**src/rtl/pcap_mem_writer.sv**
```systemverilog
// pcap_mem_writer: packs an AXI4-Stream packet flow into replay-memory words
// (one header word, then data words) and streams them out over a valid/ready write port.
module pcap_mem_writer #(
  parameter int C_S_AXIS_DATA_WIDTH  = 256,
  parameter int C_S_AXIS_TUSER_WIDTH = 128,
  parameter int QDR_ADDR_WIDTH       = 19,
  parameter int PKT_COUNT_WIDTH      = 32,
  parameter int MEM_WORD_WIDTH       = C_S_AXIS_DATA_WIDTH + C_S_AXIS_DATA_WIDTH/8 + 2
) (
  input  logic                              axi_aclk,
  input  logic                              axi_rst,
  input  logic [C_S_AXIS_DATA_WIDTH-1:0]    s_axis_tdata,
  input  logic [C_S_AXIS_DATA_WIDTH/8-1:0]  s_axis_tstrb,
  input  logic [C_S_AXIS_TUSER_WIDTH-1:0]   s_axis_tuser,
  input  logic                              s_axis_tvalid,
  output logic                              s_axis_tready,
  input  logic                              s_axis_tlast,
  output logic                              mem_wr_valid,
  input  logic                              mem_wr_ready,
  output logic [QDR_ADDR_WIDTH-1:0]         mem_wr_addr,
  output logic [MEM_WORD_WIDTH-1:0]         mem_wr_data,
  input  logic                              start_capture,
  input  logic [QDR_ADDR_WIDTH-1:0]         mem_addr_high,
  input  logic [PKT_COUNT_WIDTH-1:0]        capture_count,
  output logic                              capture_busy,
  output logic                              capture_done,
  output logic [QDR_ADDR_WIDTH-1:0]         mem_addr_last,
  output logic [PKT_COUNT_WIDTH-1:0]        pkt_stored,
  output logic                              truncated
);

  localparam int STRB_W = C_S_AXIS_DATA_WIDTH / 8;
  localparam logic [QDR_ADDR_WIDTH-1:0]  ADDR_ONE = QDR_ADDR_WIDTH'(1);
  localparam logic [PKT_COUNT_WIDTH-1:0] PKT_ONE  = PKT_COUNT_WIDTH'(1);

  typedef enum logic [2:0] {
    ST_IDLE = 3'd0,
    ST_SYNC = 3'd1,
    ST_HDR  = 3'd2,
    ST_DATA = 3'd3,
    ST_DROP = 3'd4,
    ST_DONE = 3'd5
  } state_t;

  state_t                       r_state, w_state_nxt;
  logic [QDR_ADDR_WIDTH-1:0]    r_addr, w_addr_nxt;
  logic [QDR_ADDR_WIDTH-1:0]    r_addr_last, w_addr_last_nxt;
  logic [PKT_COUNT_WIDTH-1:0]   r_pkt, w_pkt_nxt;
  logic                         r_done, w_done_nxt;
  logic                         r_trunc, w_trunc_nxt;
  logic                         r_in_pkt, w_in_pkt_nxt;
  logic                         r_start_d;

  logic                         w_rise, w_fall;
  logic                         w_tready, w_beat_acc, w_wr_valid, w_wr_fire;
  logic                         w_limit_hit, w_no_room, w_at_high, w_hdr_go;
  logic [C_S_AXIS_DATA_WIDTH-1:0] w_user_ext;
  logic [MEM_WORD_WIDTH-1:0]    w_wr_data;

  assign w_rise       = start_capture & ~r_start_d;
  assign w_fall       = ~start_capture & r_start_d;
  assign w_limit_hit  = (capture_count != '0) && (r_pkt == capture_count);
  // addr+1 > high rewritten without the +1 so it cannot wrap at the top of memory
  assign w_no_room    = (r_addr >= mem_addr_high);
  assign w_at_high    = (r_addr == mem_addr_high);
  assign w_hdr_go     = (r_state == ST_HDR) & start_capture & ~w_limit_hit & ~w_no_room;

  assign w_tready     = (r_state == ST_HDR)  ? 1'b0 :
                        (r_state == ST_DATA) ? mem_wr_ready : 1'b1;
  assign w_beat_acc   = s_axis_tvalid & w_tready;
  assign w_in_pkt_nxt = w_beat_acc ? ~s_axis_tlast : r_in_pkt;

  assign w_wr_valid   = s_axis_tvalid & (w_hdr_go | (r_state == ST_DATA));
  assign w_wr_fire    = w_wr_valid & mem_wr_ready;
  assign w_user_ext   = C_S_AXIS_DATA_WIDTH'(s_axis_tuser);
  assign w_wr_data    = (r_state == ST_DATA) ?
                        {1'b0, s_axis_tlast | w_at_high, s_axis_tstrb, s_axis_tdata} :
                        {1'b1, 1'b0, {STRB_W{1'b0}}, w_user_ext};

  assign s_axis_tready = w_tready;
  assign mem_wr_valid  = w_wr_valid;
  assign mem_wr_addr   = r_addr;
  assign mem_wr_data   = w_wr_data;
  assign capture_busy  = (r_state != ST_IDLE) && (r_state != ST_DONE);
  assign capture_done  = r_done;
  assign mem_addr_last = r_addr_last;
  assign pkt_stored    = r_pkt;
  assign truncated     = r_trunc;

  // Capture sequencing: next state plus address/counter/flag updates.
  always_comb begin
    w_state_nxt     = r_state;
    w_addr_nxt      = r_addr;
    w_addr_last_nxt = r_addr_last;
    w_pkt_nxt       = r_pkt;
    w_done_nxt      = r_done;
    w_trunc_nxt     = r_trunc;
    case (r_state)
      ST_IDLE, ST_DONE: begin
        if (w_rise) begin
          w_addr_nxt  = '0;
          w_pkt_nxt   = '0;
          w_done_nxt  = 1'b0;
          w_trunc_nxt = 1'b0;
          // joining mid-packet would store a headless fragment, so resync first
          w_state_nxt = w_in_pkt_nxt ? ST_SYNC : ST_HDR;
        end else begin
          w_state_nxt = r_state;
        end
      end
      ST_SYNC: begin
        if (w_fall) begin
          w_state_nxt = ST_IDLE;
          w_done_nxt  = 1'b1;
        end else if (w_beat_acc && s_axis_tlast) begin
          w_state_nxt = ST_HDR;
        end else begin
          w_state_nxt = ST_SYNC;
        end
      end
      ST_HDR: begin
        if (!start_capture || w_limit_hit || w_no_room) begin
          w_state_nxt = ST_DONE;
          w_done_nxt  = 1'b1;
        end else if (w_wr_fire) begin
          w_addr_nxt  = r_addr + ADDR_ONE;
          w_state_nxt = ST_DATA;
        end else begin
          w_state_nxt = ST_HDR;
        end
      end
      ST_DATA: begin
        if (w_wr_fire) begin
          w_addr_last_nxt = r_addr;
          if (s_axis_tlast) begin
            w_pkt_nxt   = r_pkt + PKT_ONE;
            w_addr_nxt  = w_at_high ? r_addr : r_addr + ADDR_ONE;
            w_state_nxt = ST_HDR;
          end else if (w_at_high) begin
            w_pkt_nxt   = r_pkt + PKT_ONE;
            w_trunc_nxt = 1'b1;
            w_state_nxt = ST_DROP;
          end else begin
            w_addr_nxt  = r_addr + ADDR_ONE;
            w_state_nxt = ST_DATA;
          end
        end else begin
          w_state_nxt = ST_DATA;
        end
      end
      ST_DROP: begin
        if (w_beat_acc && s_axis_tlast) begin
          w_state_nxt = ST_DONE;
          w_done_nxt  = 1'b1;
        end else begin
          w_state_nxt = ST_DROP;
        end
      end
      default: begin
        w_state_nxt = ST_IDLE;
      end
    endcase
  end

  // State and bookkeeping registers.
  always_ff @(posedge axi_aclk) begin
    if (axi_rst) begin
      r_state     <= ST_IDLE;
      r_addr      <= '0;
      r_addr_last <= '0;
      r_pkt       <= '0;
      r_done      <= 1'b0;
      r_trunc     <= 1'b0;
      r_in_pkt    <= 1'b0;
      r_start_d   <= 1'b0;
    end else begin
      r_state     <= w_state_nxt;
      r_addr      <= w_addr_nxt;
      r_addr_last <= w_addr_last_nxt;
      r_pkt       <= w_pkt_nxt;
      r_done      <= w_done_nxt;
      r_trunc     <= w_trunc_nxt;
      r_in_pkt    <= w_in_pkt_nxt;
      r_start_d   <= start_capture;
    end
  end

endmodule

```
**config.mk**
```make
export PLATFORM = sky130hd
export DESIGN_NAME = pcap_mem_writer
export DESIGN_NICKNAME = d
export VERILOG_FILES = /design/src/rtl/pcap_mem_writer.sv
export SDC_FILE = /design/constraint.sdc
export NUM_CORES = 1
export LEC_CHECK = 0
export ABC_AREA = 1
export CAP_MARGIN = 20
export CELL_PAD_IN_SITES_DETAIL_PLACEMENT = 0
export CELL_PAD_IN_SITES_GLOBAL_PLACEMENT = 1
export CORE_AREA = 3 3 324 326
export CTS_CLUSTER_DIAMETER = 50
export DETAILED_ROUTE_END_ITERATION = 8
export DIE_AREA = 0 0 327 329
export MAX_ROUTING_LAYER = met4
export PLACE_DENSITY = 0.47
export RECOVER_POWER = 25
export REMOVE_ABC_BUFFERS = 1
export SETUP_SLACK_MARGIN = 0.4
export SKIP_CTS_REPAIR_TIMING = 1
export SLEW_MARGIN = 20
export SYNTH_ARGS = -nofsm -noshare
export SYNTH_HDL_FRONTEND = slang
export SYNTH_SLANG_ARGS = --single-unit
export TNS_END_PERCENT = 100
```
**constraint.sdc**
```tcl
create_clock -name axi_aclk -period 2 [get_ports axi_aclk]
set_input_delay 0.4 -clock axi_aclk [delete_from_list [all_inputs] [get_ports axi_aclk]]
set_output_delay 0.4 -clock axi_aclk [all_outputs]
set_load 0.03 [all_outputs]
```
==> run summary, run 1 <==
Slew @ Worst Pin - 0.636 ns
final WL - 81400 um
Period minus WS final - 2.54 ns
share of cells above drive strength 1 - 0.337
Layout Utilization - 0.225
status - finished, violations left
critical path arrival - 2.14 ns
TritonRoute pass-1 iters - 5
GRT Util Overall - 0.136
GRT overflow - 0
crit path setup slack, layout - -0.539 ns
num ports - 838
Die Y - 329 um
Worst VDD drop - 521 uV
synthesis-stage register bit count - 77
Synth Area per Inst - 5.19 um2
WP data required - 1.60 ns
Worst Skew - 0.0160 ns
Final setup viols - 369
async set-reset flop share out of synthesis - 0
Clock Latency Late Sink - 0.37 ns
antenna violations before repair - 39
Setup crit start kind - flop
sequential fraction of the synthesis area - 0.193
Chip Width - 327 um
area of the mapped netlist - 7990 um2
initial core utilization - 0.0783
DR vias/cell - 3.36
max-cap violations - 0
slowest cell on the critical path - dfxtp_4
total number of yosys warnings - 0
Routed WL per cell - 20.6 um
Post-DP Area - 19800 um2
cell count after synthesis - 1539
Worst Hold Class - reg2reg
Power Total - 13.8 mW
vias in the first global route - 12663
Placement Setup Slack - -1.07 ns
Die Area - 108000 um2
# nets final - 3054
area grow syn2layout - 188%
max frequency - 0.394 GHz
Synth Flop Type - dfxtp_1
pwr dens - 600 nW/um2
clock transition at the registers of the reported paths - 0.08 ns
failing checks - negative setup slack
Post-synth EDFFs - 0
Final period util - 1.27
CTS max path bufs - 2
CP peak stage delay - 0.37 ns
row count - 117
HPWL after DPL - 67400 um
CTS tree - built
CP cell instances - ha_4 -> nand3_4 -> inv_2 -> nand2_2 -> a21oi_2 -> nor2_2 -> nand3_2 -> nor2_4 -> nand3_4 -> a21oi_2 -> buf_4 -> buf_12
max-slew violation count - 0
clock sink total - 77
Pleak - 10.5 nW
CP max FO - 3
RSZ-0062 raised after global routing - true
Finished Cell Area - 23000 um2
fillers - 11533
critical path endpoint category - primary output
Num CTS Buffers - 9
drt initial violations - 735
drt drc - 0
pin count of the biggest net entering global routing - 57
count of different cell masters after synthesis - 42
Antenna Nets Post-Route - 0
H-Tree Depth - 3
vias - 13322
Clock Tree Root - clkbuf_16
RePlAce Congestion - 0.865
Port Buf Inserts - 837
Rel. slew slack - 0.576
Setup Crit Path Kind - reg2out
Hold Vio Cnt, Final - 0
first-pass GRT wire length - 101000 um
Core ar. - 102000 um2
[per-layer routing]
| metal | global-route usage | up-vias | wire, um |
|---|---|---|---|
| li1 | - | 6719 | - |
| met1 | 0.187 | 6007 | 38700 |
| met2 | 0.199 | 571 | 35500 |
| met3 | 0.0477 | 25 | 6960 |
| met4 | 0.00909 | 0 | 312 |
| met5 | - | - | 0 |
[power by group]
group          switching (mW)  internal [mW]  leakage, nW
Combinational            5.27           4.94         9.77
Clock                   0.798           1.00        0.152
Sequential              0.113           1.66        0.629
Total                    6.18           7.60         10.5
[stage by stage]
step	hold WS, ns	std cells	setup TNS, ns
after floorplan	0.469	1471	-1332.18
after global placement	0.434	3862	-55.80
after detailed placement	0.438	3862	-57.66
after CTS	0.447	3878	-152.09
after global routing	0.462	3953	-170.95
final	0.439	3959	-122.94
[worst paths after layout]
path / start / end / slack [ns] / cells past startpoint
hold reg to reg: mem_addr_last[8] / mem_addr_last[8] / 0.44 / 2
setup / recovery: mem_wr_addr[16] / mem_wr_valid / -0.54 / 12
setup reg to reg: mem_wr_addr[16] / pkt_stored[24] / -0.38 / 14
hold / removal: mem_addr_last[8] / mem_addr_last[8] / 0.44 / 2
[synth_stat cells (2+ instances only)]
library cell,instances,area share
buf_2,9,0.0056
nand3_1,49,0.031
o21ai_0,40,0.025
nand2_1,532,0.25
nor3_2,5,0.0063
a21oi_2,3,0.0033
or2_2,8,0.0063
nor2_1,274,0.13
a21oi_1,76,0.048
o21ai_1,3,0.0019
nor3_1,15,0.0094
buf_4,2,0.0019
ha_1,21,0.033
nor2_4,4,0.0056
xnor2_1,28,0.031
o211ai_1,2,0.0019
a21o_1,2,0.0019
a211oi_1,2,0.0019
inv_1,255,0.12
nor4_1,2,0.0016
xor2_1,13,0.014
nand4_1,23,0.018
dfxtp_1,77,0.19
o221ai_1,2,0.0022
nand2_2,2,0.0016
nor2_2,3,0.0024
inv_2,10,0.0047
nand3_2,5,0.0063
clkbuf_1,56,0.026
a31oi_1,4,0.0031
[critical path: cells and delay by family (launching register included)]
kind | cells | cell delay, ns
AOI/OAI and AO/OA | 2 | 0.18
adders and majority gates | 1 | 0.22
buffers and inverters | 3 | 0.30
DFF | 1 | 0.37
and+or+nand+nor | 6 | 0.67
[flip-flops by register name, summed over array words and instances, names as in the netlist]
| signal | flops |
|---|---|
| truncated | 1 |
| mem_wr_addr | 19 |
| r_start_d | 1 |
| r_in_pkt | 1 |
| capture_done | 1 |
| pkt_stored | 32 |
| mem_addr_last | 19 |
| r_state | 3 |
[layout make-up]
type                    instances  area, um2  share of cell area
inverters                     265       1010              0.0440
repair buffers               1078      11800               0.513
flip-flops and latches         77       1560              0.0679
diodes                         26       65.1             0.00283
multi-input cells            1129       6550               0.285
well taps                    1368       1710              0.0745
clock inverters                 6       62.6             0.00272
clock buffers                  10        239              0.0104
[cells in the final DEF (no fill, tap or decap), drive strengths merged, types with 13 or more instances in the layout]
master and n:
dfxtp 77, nor3 20, clkdlybuf4s50 501, xnor2 28, nand3 54, ha 21
diode 26, a21oi 79, inv 265, nand2 535, buf 510, clkbuf 35
xor2 13, nand4 25, dlymetal6s2s 38, o21ai 43, nor2 281
[kinds of logic after synthesis]
| family | after synthesis | share of synthesized area |
|---|---|---|
| compound gates | 137 | 0.0927 |
| xor+xnor | 41 | 0.0450 |
| buf+inv | 333 | 0.159 |
| flops | 77 | 0.193 |
| simple gates | 930 | 0.478 |
| fa+ha+maj | 21 | 0.0329 |
Note: power is estimated with default switching activity, not from simulation.
==> run 2: changes to the inputs <==
Settings changed: HOLD_SLACK_MARGIN set to 0.06, SKIP_CTS_REPAIR_TIMING 1 to unset.
==> run 2 against run 1 <==
Compared with the run above:
- the run still ends with negative setup slack left
- critical endpoint unchanged
- global-route usage grew 1.8 points
- combinational power grew 18%
- worst setup slack lost 0.024 ns
- clock skew grew 0.0016 ns
- largest power group unchanged
==> run summary, run 2 (synthesized netlist as in run 1, its figures left out) <==
status - finished, violations left (unchanged)
failing checks - negative setup slack (unchanged)
Antenna Nets Post-Route - 0 (unchanged)
Setup Crit Path Kind - reg2out (unchanged)
Reg-to-Reg End - mem_wr_addr[10] (was pkt_stored[24])
r2r worst-path depth - 20 (was 14)
Clock Tree Root - clkbuf_16 (unchanged)
CP max FO - 4 (was 3)
max FFs per register - 32 (unchanged)
Clock Latency Late Sink - 0.37 ns (about the same)
Worst Skew - 0.0176 ns (was 0.0160 ns)
HPWL after DPL - 67400 um (unchanged)
vias in the first global route - 14556 (was 12663)
commonest cells after routing, fill and taps aside - 445 x clkdlybuf4s50_1, 253 x buf_6, 234 x inv_1 (was 501 x clkdlybuf4s50_1, 430 x nand2_1, 317 x buf_4)
critical path endpoint category - primary output (unchanged)
CTS tree - built (unchanged)
final WL - 85400 um (was 81400 um)
register area - 1570 um2 (was 1560 um2)
drt drc - 0 (unchanged)
worst hold stages - 2 (unchanged)
Hold Vio Cnt, Final - 0 (unchanged)
fillers - 11088 (was 11533)
Rel. slew slack - 0.551 (was 0.576)
clock sink total - 77 (unchanged)
vias - 14105 (was 13322)
Die Y - 329 um (unchanged)
max frequency - 0.390 GHz (was 0.394 GHz)
area grow syn2layout - 246% (was 188%)
first-pass GRT wire length - 114000 um (was 101000 um)
slowest cell on the critical path - dfxtp_4 (unchanged)
Period minus WS final - 2.56 ns (was 2.54 ns)
Port Buf Inserts - 837 (unchanged)
drt initial violations - 756 (was 735)
hold slack final - 0.443 ns (was 0.439 ns)
Chip Width - 327 um (unchanged)
pwr dens - 565 nW/um2 (was 600 nW/um2)
Post-DP Area - 19800 um2 (unchanged)
Worst VDD drop - 541 uV (was 521 uV)
CP peak stage delay - 0.37 ns (about the same)
antenna violations before repair - 46 (was 39)
critical path arrival - 2.16 ns (was 2.14 ns)
commonest non-fill, non-tap cell in the layout - clkdlybuf4s50_1 (unchanged)
Num CTS Buffers - 9 (unchanged)
Die Area - 108000 um2 (unchanged)
Finished Cell Area - 27600 um2 (was 23000 um2)
pin count of the biggest net entering global routing - 20 (was 57)
Worst Hold Launch - mem_addr_last[0] (was mem_addr_last[8])
num ports - 838 (unchanged)
RePlAce Congestion - 0.865 (unchanged)
Pleak - 12.1 nW (was 10.5 nW)
row count - 117 (unchanged)
Final setup viols - 347 (was 369)
r2r setup slk - -0.56 ns (was -0.38 ns)
# nets final - 3144 (was 3054)
max-slew violation count - 0 (unchanged)
clock transition at the registers of the reported paths - 0.08 ns (about the same)
Core ar. - 102000 um2 (unchanged)
GRT Util Overall - 0.154 (was 0.136)
Slew @ Worst Pin - 0.673 ns (was 0.636 ns)
CP cell instances - ha_4 -> nand2_2 -> nor2_4 -> nand2_1 -> nor2_2 -> nand2_1 -> nand3_1 -> nor2_2 -> buf_4 -> nand3_4 -> a21oi_2 -> buf_4 -> buf_12 (was ha_4 -> nand3_4 -> inv_2 -> nand2_2 -> a21oi_2 -> nor2_2 -> nand3_2 -> nor2_4 -> nand3_4 -> a21oi_2 -> buf_4 -> buf_12)
combined area of the multi-input logic cells - 9190 um2 (was 6550 um2)
RSZ-0062 raised after global routing - true (unchanged)
worst r2r src - mem_wr_addr[16] (unchanged)
DR vias/cell - 3.48 (was 3.36)
Worst Setup SP - mem_wr_addr[8] (was mem_wr_addr[16])
max-cap violations - 0 (unchanged)
Setup crit start kind - flop (unchanged)
initial core utilization - 0.0783 (unchanged)
H-Tree Depth - 3 (unchanged)
GRT overflow - 0 (unchanged)
Routed WL per cell - 21.1 um (was 20.6 um)
share of cells above drive strength 1 - 0.522 (was 0.337)
WP data required - 1.60 ns (about the same)
crit path setup slack, layout - -0.563 ns (was -0.539 ns)
CTS max path bufs - 2 (unchanged)
Hold Path End - mem_addr_last[0] (was mem_addr_last[8])
Final period util - 1.28 (was 1.27)
Worst Hold Class - reg2reg (unchanged)
TritonRoute pass-1 iters - 5 (unchanged)
## run 2: power breakdown
group	total [mW]	internal (mW)	leakage, nW	switching, mW
registers	1.78	1.67	0.633	0.112
clock network	1.81	1.00	0.152	0.803
logic	12.0	5.91	11.3	6.09
total	15.6	8.58	12.1	7.01
## run 2: layer usage
metal	GRT usage	vias up	wire length (um)
li1	-	6922	-
met1	0.202	6589	39300
met2	0.228	562	38000
met3	0.0590	32	7410
met4	0.0210	0	621
met5	-	-	0
## run 2: repair_timing
action / 4_1_cts / 5_1_grt
resized for setup: 1554 / 283
endpoints found under the setup margin: 440 / 396
hold buffers: 0 / 0
gates cloned: 40 / 3
pin swaps: 164 / 77
buffers inserted: 71 / 31
## run 2: how the worst max path moves through the flow
| stage | cells past startpoint | slack, ns | to |
|---|---|---|---|
| 2_1_floorplan | 11 | -4.07 | pkt_stored[13] |
| 3_3_place_gp | 18 | -1.04 | mem_wr_addr[1] |
| 3_5_place_dp | 18 | -1.07 | mem_wr_addr[1] |
| 4_1_cts | 12 | -0.59 | mem_wr_valid |
| 5_1_grt | 20 | -0.69 | mem_wr_addr[10] |
| 6_report | 13 | -0.56 | mem_wr_valid |
## run 2: worst max-delay path: cells and delay by family, from the launching register on
kind	cells	cell delay (ns)
simple gates	8	0.67
flops	1	0.37
fa+ha+maj	1	0.29
buf+inv	3	0.41
compound gates	1	0.05
## run 2: layout make-up
class | count | area share
timing repair buffer | 1168 | 0.498
clock buffer | 10 | 0.00865
inverter | 265 | 0.0372
clock inverter | 6 | 0.00227
antenna | 28 | 0.00254
sequential | 77 | 0.0570
tap | 1368 | 0.0620
multi-input combinational | 1129 | 0.333
## run 2: per-stage QoR
stage          utilization  cells  power, mW  setup TNS [ns]  setup slack, ns
6_report             0.271   4051       15.6         -142.58           -0.563
5_1_grt              0.271   4051       16.4         -187.11           -0.695
4_1_cts              0.256   3989       14.5         -149.32           -0.593
2_1_floorplan            -   1471       4.99        -1332.18            -4.07
3_5_place_dp         0.194   3862       9.66          -57.66            -1.07
3_3_place_gp         0.194   3862       9.70          -55.80            -1.04
==> run 3: changes to the inputs <==
Settings changed: GPL_TIMING_DRIVEN set to 0, MAX_ROUTING_LAYER met4 to unset.
Clock period 2 ns to 2.2 ns, I/O delays scaled along.
==> run 3 against run 2 <==
Compared with the run above:
- the run still ends with negative setup slack left
- first-iteration DRC count up 3.6%
- via count shrank 8.2%
- combinational power down 34%
- register-to-register slack improved by 0.28 ns
- final cell count shrank 5.6%
- critical path depth down 3
- global-route usage decreased by 0.46 points
- non-clock buffer count down 218
- hold slack lost 0.00083 ns
- count of clock-buffer cells in the layout up 1
==> run summary, run 3 (synthesized netlist as in run 1, its figures left out) <==
status - finished, violations left (unchanged)
failing checks - negative setup slack (unchanged)
Routed WL per cell - 22.3 um (was 21.1 um)
worst hold stages - 2 (unchanged)
Reg-to-Reg End - mem_wr_addr[11] (was mem_wr_addr[10])
critical path endpoint category - primary output (unchanged)
r2r worst-path depth - 16 (was 20)
Sequential Power Share - 0.149 (was 0.114)
Setup Crit Path Kind - reg2out (unchanged)
Worst Hold Launch - mem_addr_last[10] (was mem_addr_last[0])
Core ar. - 102000 um2 (unchanged)
Port Buf Inserts - 837 (unchanged)
vias in the first global route - 12581 (was 14556)
Sw Ratio - 0.470 (was 0.449)
Die Y - 329 um (unchanged)
drt drc - 0 (unchanged)
TritonRoute pass-1 iters - 5 (unchanged)
Worst Hold Class - reg2reg (unchanged)
CTS max path bufs - 2 (unchanged)
Hold Path End - mem_addr_last[10] (was mem_addr_last[0])
Period minus WS final - 2.66 ns
Pleak - 9.77 nW (was 12.1 nW)
Final setup viols - 337 (was 347)
max-cap violations - 0 (unchanged)
RSZ-0062 raised after global routing - true (unchanged)
final WL - 85300 um (was 85400 um)
H-Tree Depth - 3 (unchanged)
RePlAce Congestion - 0.819 (was 0.865)
GRT overflow - 0 (unchanged)
Power Internal - 6.14 mW (was 8.58 mW)
pwr dens - 538 nW/um2 (was 565 nW/um2)
Antenna Nets Post-Route - 0 (unchanged)
num ports - 838 (unchanged)
Clock Tree Root - clkbuf_16 (unchanged)
r2r setup slk - -0.28 ns (was -0.56 ns)
pin count of the biggest net entering global routing - 36 (was 20)
GRT Util Overall - 0.149 (was 0.154)
crit path setup slack, layout - -0.458 ns (was -0.563 ns)
row count - 117 (unchanged)
WP data required - 1.76 ns (was 1.60 ns)
initial core utilization - 0.0783 (unchanged)
share of cells above drive strength 1 - 0.285 (was 0.522)
commonest cells after routing, fill and taps aside - 507 x clkdlybuf4s50_1, 443 x nand2_1, 235 x inv_1 (was 445 x clkdlybuf4s50_1, 253 x buf_6, 234 x inv_1)
Setup crit start kind - flop (unchanged)
Chip Width - 327 um (unchanged)
Worst Skew - 0.0103 ns (was 0.0176 ns)
area grow syn2layout - 170% (was 246%)
critical path arrival - 2.22 ns (was 2.16 ns)
clock sink total - 77 (unchanged)
Layout Utilization - 0.211 (was 0.271)
worst r2r src - mem_wr_addr[16] (unchanged)
max-slew violation count - 0 (unchanged)
antenna violations before repair - 36 (was 46)
Die Area - 108000 um2 (unchanged)
Num CTS Buffers - 9 (unchanged)
clock transition at the registers of the reported paths - 0.06 ns (was 0.08 ns)
commonest non-fill, non-tap cell in the layout - clkdlybuf4s50_1 (unchanged)
CTS tree - built (unchanged)
Comb pwr share - 0.684 (was 0.770)
Hold Vio Cnt, Final - 0 (unchanged)
drt initial violations - 783 (was 756)
DR vias/cell - 3.39 (was 3.48)
Worst VDD drop - 591 uV (was 541 uV)
max FFs per register - 32 (unchanged)
# nets final - 2934 (was 3144)
first-pass GRT wire length - 111000 um (was 114000 um)
Sw Pwr - 5.45 mW (was 7.01 mW)
hold slack final - 0.442 ns (was 0.443 ns)
Slew @ Worst Pin - 1.37 ns (was 0.673 ns)
Rel. slew slack - 0.0861 (was 0.551)
Clock Latency Late Sink - 0.37 ns (about the same)
vias - 12948 (was 14105)
max frequency - 0.376 GHz
CP max FO - 19 (was 4)
Final period util - 1.21
HPWL after DPL - 64100 um (was 67400 um)
Clk network pwr share - 0.167 (was 0.116)
-- run 3: timing repair --
action                                  4_1_cts  5_1_grt
hold buffers                                  0        0
pin swaps                                    35       52
buffers inserted                             51       18
gates cloned                                 42        2
endpoints found under the setup margin      441      441
resized for setup                          1392      495
-- run 3: how the worst max path moves through the flow --
stage	endpoint	start	cells past startpoint
6_report	mem_wr_data[161]	r_state[1]	10
5_1_grt	mem_wr_data[45]	r_state[1]	13
4_1_cts	mem_wr_valid	mem_addr_high[16]	11
3_5_place_dp	mem_wr_data[53]	r_state[1]	9
3_3_place_gp	pkt_stored[13]	r_state[1]	11
2_1_floorplan	pkt_stored[13]	r_state[1]	11
-- run 3: metrics by stage --
| stage | setup TNS (ns) | cell area [um2] | instances | power (mW) | setup slack [ns] |
|---|---|---|---|---|---|
| floorplan | -1270.82 | 7710 | 1471 | 4.53 | -3.87 |
| global placement | -3583.61 | 17800 | 3676 | 7.66 | -10.63 |
| detailed placement | -660.32 | 18000 | 3684 | 7.58 | -2.16 |
| CTS | -155.88 | 21000 | 3792 | 11.0 | -0.726 |
| global route | -127.61 | 21500 | 3812 | 12.3 | -0.512 |
| finish | -93.08 | 21600 | 3824 | 11.6 | -0.458 |
-- run 3: power by group through the flow --
stage          clock (mW)  combinational (mW)  sequential [mW]
2_1_floorplan           0                2.73             1.80
3_3_place_gp            0                5.93             1.73
3_5_place_dp            0                5.86             1.73
4_1_cts              2.02                7.24             1.72
5_1_grt              2.07                8.45             1.75
6_report             1.94                7.93             1.73
-- run 3: per-layer routing --
layer  share of wire  up-vias  track usage
met5          0.0019        -            0
met4           0.011       28       0.0174
met3            0.11       69       0.0652
met2            0.44      622        0.227
met1            0.44     5746        0.200
li1                -     6483            -
-- run 3: layout make-up --
| cell class | instances | area, um2 |
|---|---|---|
| clock buffer | 11 | 243 |
| tap | 1368 | 1710 |
| fill | 11660 | 80500 |
| multi-input combinational | 1132 | 6530 |
| timing repair buffer | 950 | 10200 |
| clock inverter | 4 | 120 |
| antenna | 12 | 30.0 |
| inverter | 265 | 1050 |
| timing repair inverter | 5 | 101 |
| sequential | 77 | 1590 |
-- run 3: worst max-delay path: stages (launching register included) --
cell             delay, ns
dfxtp_4               0.36
inv_4                 0.04
nor2_4                0.15
inv_6                 0.05
nor2_4                0.09
buf_12                0.17
buf_12                0.13
inv_16                0.05
buf_16                0.24
nor2_1                0.14
clkdlybuf4s15_2       0.32
